### config.mk
export PLATFORM = sky130hd
export DESIGN_NAME = mux_nto1_arb_flat
export DESIGN_NICKNAME = d
export VERILOG_FILES = /design/src/rtl/mux_nto1_arb_pkg.sv /design/src/rtl/mux_nto1_arb_if.sv /design/src/rtl/mux_nto1_arb_rr_arbiter.sv /design/src/rtl/mux_nto1_arb.sv /design/src/flat_wrapper.sv
export SDC_FILE = /design/constraint.sdc
export NUM_CORES = 1
export LEC_CHECK = 0
export CAP_MARGIN = 30
export CORE_MARGIN = 10
export CORE_UTILIZATION = 35
export CTS_CLUSTER_SIZE = 20
export DETAILED_ROUTE_END_ITERATION = 16
export PLACE_DENSITY = 0.75
export SYNTH_ARGS = -nofsm -noshare
export SYNTH_HDL_FRONTEND = slang
export SYNTH_SLANG_ARGS = --single-unit
### constraint.sdc
create_clock -name clk -period 7.95 [get_ports clk]
set_input_delay 1.1925 -clock clk [delete_from_list [all_inputs] [get_ports clk]]
set_output_delay 1.1925 -clock clk [all_outputs]
set_load 0.03 [all_outputs]
### src/rtl/mux_nto1_arb_pkg.sv
// Shared constants and helpers for the N:1 arbitrated output mux.
package mux_nto1_arb_pkg;

  // Arbitration modes.
  localparam int ARB_FIXED = 0;
  localparam int ARB_RR    = 1;

  // Ceiling log2, used for channel-index widths (valid for n >= 2).
  function automatic int clog2(input int n);
    int r;
    r = 0;
    while ((1 << r) < n) r++;
    return r;
  endfunction

endpackage

### src/rtl/mux_nto1_arb_if.sv
// Bundle of the NCH input channels and the single output channel.
// Handshake: a beat moves on a channel in any cycle where valid && ready
// are both high at the rising clock edge; valid must not depend on ready,
// ready may depend on valid.
interface mux_nto1_arb_if
  import mux_nto1_arb_pkg::*;
#(
  parameter int DWIDTH = 32,
  parameter int NCH    = 4
);
  localparam int SELW = clog2(NCH);

  logic [NCH*DWIDTH-1:0] in_data;
  logic [NCH-1:0]        in_valid;
  logic [NCH-1:0]        in_ready;
  logic [DWIDTH-1:0]     out_data;
  logic                  out_valid;
  logic                  out_ready;
  logic [SELW-1:0]       out_sel;

  // Producers/consumer side.
  modport master (
    output in_data, in_valid, out_ready,
    input  in_ready, out_data, out_valid, out_sel
  );

  // Arbiter/mux side.
  modport slave (
    input  in_data, in_valid, out_ready,
    output in_ready, out_data, out_valid, out_sel
  );
endinterface

### src/rtl/mux_nto1_arb_rr_arbiter.sv
// Combinational arbiter: fixed priority (channel 0 first) or round-robin
// starting one past the last granted channel. Grants nothing when en=0.
module rr_arbiter
  import mux_nto1_arb_pkg::*;
#(
  parameter int NCH  = 4,
  parameter int RR   = ARB_RR,
  localparam int SELW = clog2(NCH)
) (
  input  logic [NCH-1:0]  req,
  input  logic [SELW-1:0] ptr,
  input  logic            en,
  output logic [NCH-1:0]  grant,
  output logic [SELW-1:0] grant_idx
);

  logic found;
  int   cand;

  // Priority search; the wrap is a compare against NCH-1 so non-power-of-two
  // channel counts never yield an out-of-range index.
  always_comb begin
    grant     = '0;
    grant_idx = '0;
    found     = 1'b0;
    cand      = 0;
    for (int k = 0; k < NCH; k++) begin
      if (RR == ARB_RR) begin
        cand = int'(ptr) + 1 + k;
        if (cand > NCH - 1) cand = cand - NCH;
      end else begin
        cand = k;
      end
      if (en && !found && req[cand]) begin
        found       = 1'b1;
        grant[cand] = 1'b1;
        grant_idx   = SELW'(cand);
      end
    end
  end

endmodule

### src/rtl/mux_nto1_arb.sv
// N:1 arbitrated mux with a one-beat registered output buffer.
// One cycle latency, full throughput: the buffer refills in the cycle it drains.
module mux_nto1_arb
  import mux_nto1_arb_pkg::*;
#(
  parameter int DWIDTH = 32,
  parameter int NCH    = 4,
  parameter int RR     = ARB_RR,
  localparam int SELW  = clog2(NCH)
) (
  input  logic            clk,
  input  logic            rst,
  mux_nto1_arb_if.slave   bus,
  output logic [SELW-1:0] dbg_ptr
);

  logic [DWIDTH-1:0] out_data_q, out_data_d;
  logic              out_valid_q, out_valid_d;
  logic [SELW-1:0]   out_sel_q, out_sel_d;
  logic [SELW-1:0]   ptr_q, ptr_d;

  logic [NCH-1:0]    grant;
  logic [SELW-1:0]   grant_idx;
  logic              load_en;
  logic              arb_en;
  logic              xfer_in;

  // Buffer can take a beat when empty or when it is being drained this cycle;
  // no channel is offered ready while reset is held.
  assign load_en = !out_valid_q || bus.out_ready;
  assign arb_en  = load_en && !rst;

  rr_arbiter #(
    .NCH (NCH),
    .RR  (RR)
  ) u_arb (
    .req       (bus.in_valid),
    .ptr       (ptr_q),
    .en        (arb_en),
    .grant     (grant),
    .grant_idx (grant_idx)
  );

  // A grant only exists for a valid channel, so any grant is a transfer.
  assign bus.in_ready = grant;
  assign xfer_in      = |grant;

  // Next-state for the output buffer and the round-robin pointer.
  always_comb begin
    out_data_d  = out_data_q;
    out_valid_d = out_valid_q;
    out_sel_d   = out_sel_q;
    ptr_d       = ptr_q;
    if (xfer_in) begin
      out_data_d  = bus.in_data[grant_idx*DWIDTH +: DWIDTH];
      out_valid_d = 1'b1;
      out_sel_d   = grant_idx;
      if (RR == ARB_RR) ptr_d = grant_idx;
    end else if (out_valid_q && bus.out_ready) begin
      out_valid_d = 1'b0;
    end
  end

  // State registers; ptr resets to NCH-1 so the first search begins at channel 0.
  always_ff @(posedge clk or posedge rst) begin
    if (rst) begin
      out_data_q  <= '0;
      out_valid_q <= 1'b0;
      out_sel_q   <= '0;
      ptr_q       <= SELW'(NCH - 1);
    end else begin
      out_data_q  <= out_data_d;
      out_valid_q <= out_valid_d;
      out_sel_q   <= out_sel_d;
      ptr_q       <= ptr_d;
    end
  end

  assign bus.out_data  = out_data_q;
  assign bus.out_valid = out_valid_q;
  assign bus.out_sel   = out_sel_q;
  assign dbg_ptr       = ptr_q;

endmodule

### src/flat_wrapper.sv
// flat-port wrapper written by rule: the top's interface ports become plain ports
module mux_nto1_arb_flat import mux_nto1_arb_pkg::*;
#(
  parameter int DWIDTH = 32,
  parameter int NCH    = 4,
  parameter int RR     = ARB_RR,
  localparam int SELW  = clog2(NCH)
)
  (clk, rst, dbg_ptr, bus_in_data, bus_in_valid, bus_out_ready, bus_in_ready, bus_out_data, bus_out_valid, bus_out_sel);
  mux_nto1_arb_if #(.DWIDTH(DWIDTH), .NCH(NCH)) bus_i ();
  input  logic clk;
  input  logic rst;
  output logic [SELW-1:0] dbg_ptr;
  input wire logic [$bits(bus_i.in_data)-1:0] bus_in_data;
  input wire logic [$bits(bus_i.in_valid)-1:0] bus_in_valid;
  input wire logic [$bits(bus_i.out_ready)-1:0] bus_out_ready;
  output wire logic [$bits(bus_i.in_ready)-1:0] bus_in_ready;
  output wire logic [$bits(bus_i.out_data)-1:0] bus_out_data;
  output wire logic [$bits(bus_i.out_valid)-1:0] bus_out_valid;
  output wire logic [$bits(bus_i.out_sel)-1:0] bus_out_sel;
  assign bus_i.in_data = bus_in_data;
  assign bus_i.in_valid = bus_in_valid;
  assign bus_i.out_ready = bus_out_ready;
  assign bus_in_ready = bus_i.in_ready;
  assign bus_out_data = bus_i.out_data;
  assign bus_out_valid = bus_i.out_valid;
  assign bus_out_sel = bus_i.out_sel;
  mux_nto1_arb #(.DWIDTH(DWIDTH), .NCH(NCH), .RR(RR)) u_core (.clk(clk), .rst(rst), .bus(bus_i), .dbg_ptr(dbg_ptr));
endmodule
Word-level counts from Yosys, hierarchy flattened
Cells that the tools add are included.
{"block": "op_classes", "add_sub_neg": 8, "magnitude_cmp": 12, "shift": 1, "mux": 37, "bitwise_logic": 3, "n_reduce_logical": 21}
{"op": "32-bit by 1-bit greater-or-equal comparator with 1-bit output, second input constant", "n": 4}
{"op": "32-bit by 3-bit greater-than comparator with 1-bit output, second input constant", "n": 4}
{"op": "32-bit by 4-bit less-than comparator with 1-bit output, second input constant", "n": 4}
{"op": "32-bit two-way mux", "n": 4}
{"op": "128-bit by 8-bit indexed part select with 32-bit output", "n": 1}
{"op": "32-bit by 4-bit subtractor with 32-bit output, second input constant", "n": 4}
{"op": "32-bit by 3-bit adder with 32-bit output, second input constant", "n": 2}
{"op": "32-bit by 2-bit adder with 32-bit output, second input constant", "n": 1}
{"op": "1-bit two-way mux", "n": 17}
{"op": "4-bit two-way mux", "n": 4}
{"op": "1-bit logical AND", "n": 13}
{"op": "4-bit bitwise OR", "n": 3}
{"op": "1-bit binary-select mux with 2-bit select", "n": 4}
{"op": "1-bit demux with 2-bit select", "n": 4}
{"op": "2-bit two-way mux", "n": 4}
{"op": "1-bit logical NOT", "n": 5}
{"op": "4-bit OR reduction", "n": 1}
{"op": "2-bit by 1-bit adder with 3-bit output, second input constant", "n": 1}
{"op": "2-bit nonzero test", "n": 1}
{"op": "1-bit logical OR", "n": 1}
{"block": "word_totals", "register_bits": 37, "in_bits": 135, "output_inout_bits": 41, "elab_cells": 86}

Longest topological paths before layout
Gate-level depths: netlist of the first run.
{"block": "logic_depth", "depth_word": 22, "depth_mapped": 13, "depth_no_buf": 8}

Cells and area by module
Synthesis of the first run repeated with hierarchy kept, for this count alone.
{"block": "hier_totals", "hier_cells": 182, "area_unflattened_um2": 2646.3}
{"module": "mux_nto1_arb", "instances": 1, "cells_each": 121, "area_per_inst_um2": 2198.4, "seq_area_each_um2": 928.4}
{"module": "rr_arbiter", "instances": 1, "cells_each": 61, "area_per_inst_um2": 447.9, "seq_area_each_um2": 0.0}

Worst setup path after synthesis of the first run
OpenSTA, ideal clock, no wires.
{"block": "synth_path", "path_type": "in2out", "start": "input rst", "end": "output bus_in_ready[0]", "t_arrival_ps": 3058, "required_time_ps": 6758, "setup_slack_ps": 3699, "stages": 3, "path_buffers": 0, "cell_sequence": "inv_1 > nand4_1 > o22ai_1"}
{"block": "synth_between", "elab_chain_cells": 16, "elab_cells_between_ends": 22, "cone_classes": "7 x mux; 3 x bitwise; 12 x reduce/logical"}
{"item": "start: declaration", "line": "flat_wrapper.sv:12", "text": "input logic rst;"}
{"item": "1-bit logical NOT *", "line": "mux_nto1_arb.sv:31", "text": "assign arb_en = load_en && !rst;"}
{"item": "1-bit logical AND *", "line": "mux_nto1_arb.sv:31"}
{"item": "1-bit logical AND", "line": "mux_nto1_arb_rr_arbiter.sv:34", "text": "if (en && !found && req[cand]) begin"}
{"item": "1-bit two-way mux", "line": "mux_nto1_arb_rr_arbiter.sv:34"}
{"item": "1-bit logical NOT", "line": "mux_nto1_arb_rr_arbiter.sv:34"}
{"item": "1-bit logical AND (2 in series)", "line": "mux_nto1_arb_rr_arbiter.sv:34"}
{"item": "1-bit two-way mux", "line": "mux_nto1_arb_rr_arbiter.sv:34"}
{"item": "1-bit logical NOT", "line": "mux_nto1_arb_rr_arbiter.sv:34"}
{"item": "1-bit logical AND (2 in series)", "line": "mux_nto1_arb_rr_arbiter.sv:34"}
{"item": "1-bit two-way mux", "line": "mux_nto1_arb_rr_arbiter.sv:34"}
{"item": "1-bit logical NOT", "line": "mux_nto1_arb_rr_arbiter.sv:34"}
{"item": "1-bit logical AND (2 in series)", "line": "mux_nto1_arb_rr_arbiter.sv:34"}
{"item": "4-bit two-way mux *", "line": "mux_nto1_arb_rr_arbiter.sv:34"}
{"item": "end: declaration", "line": "flat_wrapper.sv:17", "text": "output wire logic [$bits(bus_i.in_ready)-1:0] bus_in_ready;"}
Mark *: on every way between the ends. The rest lies on a longest branch, timed or not.

Worst setup path after layout of the first run
{"block": "layout_path", "start": "register u_core.ptr_q[0] (netlist: u_core.dbg_ptr[0])", "end": "output bus_in_ready[1]"}
{"block": "layout_between", "elab_chain_cells": 20, "elab_cells_between_ends": 68, "cone_classes": "8 x add/sub; 12 x order compare; 31 x mux; 3 x bitwise; 14 x reduce/logical"}
{"item": "start: declaration", "line": "mux_nto1_arb.sv:20", "text": "logic [SELW-1:0] ptr_q, ptr_d;"}
{"item": "start signal: assignment", "line": "mux_nto1_arb.sv:70", "text": "ptr_q <= SELW'(NCH - 1);"}
{"item": "start signal: assignment", "line": "mux_nto1_arb.sv:75", "text": "ptr_q <= ptr_d;"}
{"item": "2-bit by 1-bit adder with 3-bit output *", "line": "mux_nto1_arb_rr_arbiter.sv:29", "text": "cand = int'(ptr) + 1 + k;"}
{"item": "parallel branches: the longest is 18 deep, another holds 32-bit by 2-bit adder with 32-bit output"}
{"item": "4-bit two-way mux *", "line": "mux_nto1_arb_rr_arbiter.sv:34"}
Mark *: on every way between the ends. The select of a mux whose other input is x is not followed.

==> impl_metrics.ini, run 1 <==
[clock_tree]
postCtsHoldBufs = 0
clkLatencyLatePin_ns = 0.29
ctsResizeCount = 0
cts.sink_count = 37
cts_tree = yes
cts-root-buf = clkbuf_8
cts_buffers = 5
post_cts_buffers = 0
path_clk_slew_ns = 0.08
cts_htree_levels = 2
clockBufferDepth = 2

[worst_hold_path]
hp-class = reg2reg
min_path_cells = 1

[floorplan]
design.die.area_mm2 = 0.01278
core_area_mm2 = 0.008341
fp.dieH_um = 113.1
die_width_um = 113.1
pin_count = 176
initial_core_util_pct = 36.35
num_rows = 33

[detailed_routing]
routedWlPerCell_um = 18.36
via_count = 2598
ant_nets = 0
post-route-drc-count = 0
viasPerCell = 4.958
drtIter0Drc = 46
wl_um = 9623
first_pass_iters = 4

[synth]
synth-seq-cells = 37
synthCells = 250
yosysSeqAreaShare_pct = 30.62
synth.yosys.warnings = 0
syn-num-nets = 393
synth.avg_cell_area_um2 = 12.13
synthesis.area_mm2 = 0.003032
synth_cell_types = 35

[placement]
dpl.cell_count = 516
place_ws_ns = 3.267
io_buffers = 175
place_congestion = 0.8738
dpl.hpwl_um = 7830

[critical_path]
endpoint = bus_in_ready[1]
reg2reg_to = u_core.bus.out_data[17]$_DFFE_PP0P_
start_kind = flop
timing.critical_path.from = u_core.dbg_ptr[0]$_DFFE_PP1P_
reg2regPathDepth = 9
r2r_slack_ns = 3.84
path_class = reg2out
path_max_fanout = 18
end_kind = primary output
r2r-start = u_core.dbg_ptr[0]$_DFFE_PP1P_
arrival_ns = 3.63
required_ns = 6.76

[outcome]
status = finished clean

[layout]
fin_nets = 561
diodes = 0
layout-drive-gt1-share_pct = 12.89
layoutNonFillerInstCount = 524
syn2layout_area_growth_pct = 62.32
n_fill_cell = 705
ff_latch_area_um2 = 928.4
layout_commonest_cell = clkdlybuf4s50_1
final_cell_mix = 175 x clkdlybuf4s50_1, 101 x mux2i_1, 35 x dfrtp_1
multiInputGateArea_mm2 = 0.001974

[global_routing]
antenna_found_initial = 0
busiest_layer = met2
grt_start_max_net_pins = 44
grt_remaining_overflow = 0
use_met2_pct = 26.11
grt_pass1_wl_um = 14790
grt_pass1_vias = 2887
gr-usage-met1_pct = 14.07
track_usage_pct = 14.14
met3_usage_pct = 6.550

[timing]
hold_violations = 0
finalSetupViolations = 0
finalMaxSlewViolations = 0
min_period_ns = 4.824
clock.fmax_mhz = 207.3
clock_skew_ns = 0.005177
fin_ws_ns = 3.126
rsz0062_at_grt = false
maxSlewHeadroom_pct = 54.57
worst_pin_slew_ns = 0.6752
setup_tns_ns = 0
fin_crit_sh_pct = 60.68

[power]
peakVddDrop_mv = 0.1362
p_per_area_mw_per_mm2 = 339.3
p_leak_nw = 2.099

[job]
cap_viol_max_count = 0
==> sequential cells by signal, indices dropped and copies added (netlist names) <==
signal and flops:
u_core.bus.out_data 32, u_core.dbg_ptr 2, u_core.bus.out_valid 1, u_core.bus.out_sel 2
==> Yosys cell counts <==
cell type,number,area [µm²]
mux2i_1,101,1011
dfrtp_1,35,875.8
mux2_4,26,390.4
a22oi_1,8,60.06
ha_1,8,100.1
mux2_2,8,90.09
buf_2,7,35.03
buf_4,6,45.04
nor2b_1,5,31.28
buf_6,4,45.04
inv_1,4,15.01
nand2_1,4,15.01
o22ai_1,4,25.02
a21oi_1,3,15.01
nand2b_1,3,18.77
a211oi_1,2,15.01
dfstp_2,2,52.55
mux4_2,2,45.04
nor2_1,2,7.510
a21boi_0,1,7.510
a311oi_1,1,8.760
a31oi_1,1,6.260
and3_1,1,6.260
and4bb_2,1,12.51
clkbuf_1,1,3.750
mux2_1,1,11.26
nand4_1,1,6.260
nor2_2,1,6.260
nor4_1,1,6.260
o21ai_0,1,5.000
o21ai_1,1,5.000
o32a_1,1,10.01
o32ai_4,1,27.53
or4_1,1,7.510
xnor2_1,1,8.760
==> per-stage QoR <==
step | util, % | hold WS, ns | power (mW) | cell area [µm²]
6_report | 59.00 | 0.5121 | 1.670 | 4921
5_1_grt | 59.00 | 0.5281 | 1.769 | 4921
4_1_cts | 59.00 | 0.5143 | 1.693 | 4921
3_5_place_dp | 57.92 | 0.4906 | 1.553 | 4831
3_3_place_gp | 57.92 | 0.4919 | 1.526 | 4831
2_1_floorplan | - | 0.6482 | 1.183 | 3032
==> worst max-delay path, stage by stage (launching register included) <==
cell and delay (ns):
dfstp_2 0.75, inv_1 0.20, ha_1 0.65, xnor2_1 0.20, mux2i_1 0.24, nand4_1 0.29
o22ai_1 0.29, clkdlybuf4s50_1 0.72
==> final cells by class <==
type                       count  share of cell area [%]
tap                          105                   2.670
clock inverter                 3                  0.4322
inverter                       4                  0.3051
multi-input combinational    191                   40.12
sequential                    37                   18.87
timing repair buffer         179                   36.21
clock buffer                   5                   1.398
==> layer usage <==
layer | part of all wire, % | vias up
met5 | 0 | -
met4 | 0.71 | 0
met3 | 9.4 | 7
met2 | 52 | 107
met1 | 37 | 1217
li1 | - | 1267
==> worst min path at each step <==
stage | from | end | slack (ns)
floorplan | u_core.dbg_ptr[1]$_DFFE_PP1P_ | u_core.dbg_ptr[1]$_DFFE_PP1P_ | 0.65
global placement | u_core.bus.out_data[1]$_DFFE_PP0P_ | u_core.bus.out_data[1]$_DFFE_PP0P_ | 0.49
detailed placement | u_core.bus.out_data[28]$_DFFE_PP0P_ | u_core.bus.out_data[28]$_DFFE_PP0P_ | 0.49
CTS | u_core.bus.out_data[28]$_DFFE_PP0P_ | u_core.bus.out_data[28]$_DFFE_PP0P_ | 0.51
global route | u_core.bus.out_data[15]$_DFFE_PP0P_ | u_core.bus.out_data[15]$_DFFE_PP0P_ | 0.53
finish | u_core.bus.out_data[28]$_DFFE_PP0P_ | u_core.bus.out_data[28]$_DFFE_PP0P_ | 0.51
==> power breakdown <==
| group | switching (mW) | internal, mW |
|---|---|---|
| sequential | 0.0674 | 0.290 |
| combinational | 0.578 | 0.600 |
| clock | 0.0711 | 0.0622 |
==> logic make-up (layout without fill, tap and decap cells) <==
kind of cell    count (synthesis)  count (layout)  share of synthesized area (%)
fa+ha+maj                       8               8                          3.302
flops                          37              37                          30.62
simple gates                   20              20                          3.880
buf+inv                        22             191                          4.746
compound gates                 24              24                          6.108
mux                           138             138                          51.05
xor+xnor                        1               1                         0.2890
Note: power is estimated with default switching activity, not from simulation.
==> run 2, diff against run 1 <==
--- a/config.mk
+++ b/config.mk
@@ -10,7 +10,7 @@
 export CORE_UTILIZATION = 35
 export CTS_CLUSTER_SIZE = 20
 export DETAILED_ROUTE_END_ITERATION = 16
-export PLACE_DENSITY = 0.75
+export PLACE_DENSITY = 0.78
 export SYNTH_ARGS = -nofsm -noshare
 export SYNTH_HDL_FRONTEND = slang
 export SYNTH_SLANG_ARGS = --single-unit
==> constraint.sdc (replaced) <==
create_clock -name clk -period 4.4 [get_ports clk]
set_input_delay 0.66 -clock clk [delete_from_list [all_inputs] [get_ports clk]]
set_output_delay 0.66 -clock clk [all_outputs]
set_load 0.03 [all_outputs]
==> run 2 against run 1 <==
  * Non-clock buffer count increased by 2
  * Die area unchanged
  * Cell area increased by 1.2%
  * Clock skew decreased by 0.00052 ns
  * Critical endpoint is now bus_in_ready[0]
  * Largest cell class unchanged
==> impl_metrics.ini, run 2 (synthesized netlist as in run 1, its figures left out) <==
[worst_hold_path]
hold_start = u_core.bus.out_data[9]$_DFFE_PP0P_
whs_endpoint = u_core.bus.out_data[9]$_DFFE_PP0P_
hp-class = reg2reg
min_path_cells = 1

[outcome]
status = finished clean

[detailed_routing]
ant_nets = 0
wl_um = 9692
top_layer = met4
post-route-drc-count = 0
routedWlPerCell_um = 18.43
via_count = 2626
detailroute.wirelength.met2_um = 5104
first_pass_iters = 4
drtIter0Drc = 93
dr_wl_met3_um = 1024
viasPerCell = 4.992
routedLengthMet1_um = 3479

[critical_path]
start_kind = flop
r2r-start = u_core.dbg_ptr[0]$_DFFE_PP1P_
crit_family = buffers and inverters
critPathMaxStageDelay_ns = 0.74
crit_chain = inv_1 > ha_1 > nand2b_1 > a31oi_1 > a22oi_1 > o22ai_1 > clkdlybuf4s50_1
path_class = reg2out
required_ns = 3.74
reg2reg_to = u_core.bus.out_data[3]$_DFFE_PP0P_
slowest_stage = dfstp_2
r2r_slack_ns = 0.95
reg2regPathDepth = 8
arrival_ns = 3.50
end_kind = primary output
path_max_fanout = 18
path_buf_inv = 2

[timing]
setup_tns_ns = 0
min_period_ns = 4.157
clock_skew_ns = 0.004657
maxSlewHeadroom_pct = 60.43
rsz0062_at_grt = false
fin_crit_sh_pct = 94.47
finalSetupViolations = 0
worst_pin_slew_ns = 0.5881
finalMaxSlewViolations = 0
clock.fmax_mhz = 240.6
hold_violations = 0

[clock_tree]
path_clk_slew_ns = 0.08
ctsResizeCount = 0
cts_tree = yes
cts_htree_levels = 2
clkLatencyLatePin_ns = 0.28
cts-root-buf = clkbuf_8
cts.sink_count = 37
postCtsHoldBufs = 0
clockBufferDepth = 2
post_cts_buffers = 0
cts_buffers = 5

[global_routing]
grt_start_max_net_pins = 44
grt_pass1_vias = 2942
track_usage_pct = 14.44
grt_remaining_overflow = 0
antenna_found_initial = 0
grt_pass1_wl_um = 15080

[power]
pwr-share-clk_pct = 9.5
internal_power_mw = 1.805
seq_power_share_pct = 20.8
p_leak_nw = 2.130
p_switching_mw = 1.281
p_per_area_mw_per_mm2 = 619.4
switching_share_pct = 41.50
power_frac_comb_pct = 69.7
peakVddDrop_mv = 0.2552

[floorplan]
design.die.area_mm2 = 0.01278
die_width_um = 113.1
initial_core_util_pct = 36.35
fp.dieH_um = 113.1
pin_count = 176
num_rows = 33
core_area_mm2 = 0.008341

[layout]
layout_commonest_cell = clkdlybuf4s50_1
largest_reg_flops = 32
syn2layout_area_growth_pct = 64.34
layoutNonFillerInstCount = 526
diodes = 0
fin_nets = 563
final_cell_mix = 175 x clkdlybuf4s50_1, 101 x mux2i_1, 35 x dfrtp_1
layout-drive-gt1-share_pct = 13.06

[placement]
dpl.cell_count = 518
dpl.hpwl_um = 7912
io_buffers = 175
place_congestion = 0.8806

[job]
cap_viol_max_count = 0
-- run 2: worst max-delay path by stage --
stage	start	end	slack (ns)	depth (start not counted)
after floorplan	u_core.dbg_ptr[0]$_DFFE_PP1P_	bus_in_ready[0]	1.04	8
final	u_core.dbg_ptr[0]$_DFFE_PP1P_	bus_in_ready[0]	0.24	7
after global placement	u_core.dbg_ptr[0]$_DFFE_PP1P_	bus_in_ready[3]	0.69	7
after detailed placement	u_core.dbg_ptr[0]$_DFFE_PP1P_	bus_in_ready[1]	0.58	7
after CTS	u_core.dbg_ptr[0]$_DFFE_PP1P_	bus_in_ready[2]	0.26	7
after global routing	u_core.dbg_ptr[0]$_DFFE_PP1P_	bus_in_ready[0]	0.05	7
-- run 2: power by group through the flow --
stage | Sequential, mW | Clock (mW) | Combinational [mW]
after floorplan | 0.961 | 0 | 1.18
after global placement | 0.635 | 0 | 2.15
after detailed placement | 0.639 | 0 | 2.17
after CTS | 0.643 | 0.306 | 2.18
after global routing | 0.666 | 0.320 | 2.29
final | 0.642 | 0.294 | 2.15
-- run 2: layer usage --
metal	track usage (%)	vias up
met2	26.73	116
met4	3.130	0
met3	6.920	6
met5	0	-
met1	14.22	1229
li1	-	1275
-- run 2: layout make-up --
class | instances | area (µm²)
fillers | 698 | 3358
multi-input cells | 191 | 1974
repair buffers | 181 | 1822
flip-flops and latches | 37 | 928.4
well taps | 105 | 131.4
clock buffers | 6 | 72.57
clock inverters | 2 | 38.79
inverters | 4 | 15.01
-- run 2: stage by stage --
step / area, µm² / utilization [%] / hold slack [ns] / power, mW / worst slack, ns
finish: 4982 / 59.74 / 0.5134 / 3.086 / 0.2435
global route: 4982 / 59.74 / 0.5280 / 3.275 / 0.05003
CTS: 4982 / 59.74 / 0.5152 / 3.124 / 0.2618
detailed placement: 4871 / 58.40 / 0.4916 / 2.813 / 0.5758
global placement: 4871 / 58.40 / 0.4916 / 2.781 / 0.6871
floorplan: 3032 / - / 0.6482 / 2.137 / 1.041
==> run 3, diff against run 2 <==
--- a/config.mk
+++ b/config.mk
@@ -8,9 +8,10 @@
 export CAP_MARGIN = 30
 export CORE_MARGIN = 10
 export CORE_UTILIZATION = 35
+export CTS_BUF_LIST = sky130_fd_sc_hd__clkbuf_16
 export CTS_CLUSTER_SIZE = 20
 export DETAILED_ROUTE_END_ITERATION = 16
-export PLACE_DENSITY = 0.78
+export PLACE_DENSITY = 0.75
 export SYNTH_ARGS = -nofsm -noshare
 export SYNTH_HDL_FRONTEND = slang
 export SYNTH_SLANG_ARGS = --single-unit
==> constraint.sdc (replaced) <==
create_clock -name clk -period 4.6 [get_ports clk]
set_input_delay 0.69 -clock clk [delete_from_list [all_inputs] [get_ports clk]]
set_output_delay 0.69 -clock clk [all_outputs]
set_load 0.03 [all_outputs]
==> run 3 against run 2 <==
  * Largest power group unchanged
  * Cell count shrank 0.19%
  * Largest cell class unchanged
  * Combinational power shrank 5%
  * Hold slack lost 0.0049 ns
  * Highest routed layer unchanged
  * Core utilization grew 0.43 points
  * Critical endpoint is now bus_in_ready[2]
==> impl_metrics.ini, run 3 (synthesized netlist as in run 1, its figures left out) <==
[timing]
fin_crit_sh_pct = 92.09
clock.fmax_mhz = 236.1
maxSlewHeadroom_pct = 46.03
setup_tns_ns = 0
clock_skew_ns = 0.008781
min_period_ns = 4.236
fin_ws_ns = 0.3638
finalSetupViolations = 0
worst_pin_slew_ns = 0.8065
rsz0062_at_grt = false
hold_violations = 0
finalMaxSlewViolations = 0

[layout]
post-route-util_pct = 60.17
n_fill_cell = 707
multiInputGateArea_mm2 = 0.001974
syn2layout_area_growth_pct = 65.54
layout-drive-gt1-share_pct = 12.86
diodes = 0
final_cell_mix = 175 x clkdlybuf4s50_1, 101 x mux2i_1, 35 x dfrtp_1
largest_reg_flops = 32
ff_latch_area_um2 = 928.4
fin_nets = 562
layout_commonest_cell = clkdlybuf4s50_1

[clock_tree]
cts_tree = yes
cts.sink_count = 37
post_cts_buffers = 0
cts-root-buf = clkbuf_16
clkLatencyLatePin_ns = 0.28
path_clk_slew_ns = 0.05
ctsResizeCount = 0
cts_buffers = 5
postCtsHoldBufs = 0
cts_htree_levels = 2
clockBufferDepth = 2

[critical_path]
path_class = reg2out
arrival_ns = 3.55
crit_family = buffers and inverters
crit_chain = inv_1 > ha_1 > nand2b_1 > a31oi_1 > a22oi_1 > o22ai_1 > clkdlybuf4s50_1
required_ns = 3.91
slowest_stage = dfstp_2
end_kind = primary output
path_max_fanout = 18
critPathMaxStageDelay_ns = 0.73
path_buf_inv = 2
start_kind = flop

[placement]
place_ws_ns = 0.7058
dpl.hpwl_um = 7819
place_congestion = 0.8816
io_buffers = 175

[detailed_routing]
viasPerCell = 5.023
post-route-drc-count = 0
via_count = 2637
drtIter0Drc = 110
routedWlPerCell_um = 18.25
wl_um = 9582
ant_nets = 0
first_pass_iters = 4

[floorplan]
initial_core_util_pct = 36.35
fp.dieH_um = 113.1
die_width_um = 113.1
core_area_mm2 = 0.008341
design.die.area_mm2 = 0.01278
num_rows = 33
pin_count = 176

[global_routing]
grt_pass1_wl_um = 15300
antenna_found_initial = 0
grt_start_max_net_pins = 39
grt_pass1_vias = 2958
track_usage_pct = 14.55
grt_remaining_overflow = 0

[power]
internal_power_mw = 1.806
p_leak_nw = 2.150
seq_power_share_pct = 20.1
pwr-share-clk_pct = 12.6
peakVddDrop_mv = 0.3125
p_switching_mw = 1.236
switching_share_pct = 40.63
power_frac_comb_pct = 67.3
power_mw = 3.042
p_per_area_mw_per_mm2 = 606.1

[worst_hold_path]
hp-class = reg2reg

[job]
cap_viol_max_count = 0

[outcome]
status = finished clean
==> run 3: final cells by class <==
cell class	count	area share, %
inverter	4	0.2992
tap	105	2.618
timing repair buffer	180	35.90
multi-input combinational	191	39.34
sequential	37	18.50
clock inverter	3	0.8477
clock buffer	5	2.493
==> run 3: power by group through the flow <==
| stage | Sequential (mW) | Combinational, mW | Clock, mW |
|---|---|---|---|
| 3_3_place_gp | 0.610 | 2.04 | 0 |
| 2_1_floorplan | 0.920 | 1.12 | 0 |
| 3_5_place_dp | 0.611 | 2.07 | 0 |
| 5_1_grt | 0.635 | 2.18 | 0.410 |
| 4_1_cts | 0.612 | 2.07 | 0.393 |
| 6_report | 0.611 | 2.05 | 0.383 |
==> run 3: metal layers <==
layer	GRT usage, %	wire (µm)	vias up
met5	0	0	-
met4	2.876	80	0
met3	6.603	851	9
met2	26.27	5117	101
met1	15.20	3532	1252
li1	-	-	1275
==> run 3: final timing paths <==
check                                                    from                                 end  slack [ns]  depth (start not counted)
hold / removal             u_core.bus.out_data[0]$_DFFE_PP0P_  u_core.bus.out_data[0]$_DFFE_PP0P_        0.51                          1
hold reg to reg            u_core.bus.out_data[0]$_DFFE_PP0P_  u_core.bus.out_data[0]$_DFFE_PP0P_        0.51                          1
setup reg to reg                u_core.dbg_ptr[0]$_DFFE_PP1P_  u_core.bus.out_data[1]$_DFFE_PP0P_        0.94                          7
max in group asynchronous                                 rst       u_core.dbg_ptr[0]$_DFFE_PP1P_        3.37                          3
setup / recovery                u_core.dbg_ptr[0]$_DFFE_PP1P_                     bus_in_ready[2]        0.36                          7
min in group asynchronous                                 rst  u_core.bus.out_data[2]$_DFFE_PP0P_        0.89                          3
==> run 3: metrics by stage <==
| stage | hold WS (ns) | std cells | cell area [µm²] |
|---|---|---|---|
| global route | 0.5266 | 525 | 5019 |
| detailed placement | 0.4936 | 517 | 4851 |
| finish | 0.5085 | 525 | 5019 |
| CTS | 0.5110 | 525 | 5019 |
| floorplan | 0.6482 | 250 | 3032 |
| global placement | 0.4926 | 517 | 4851 |
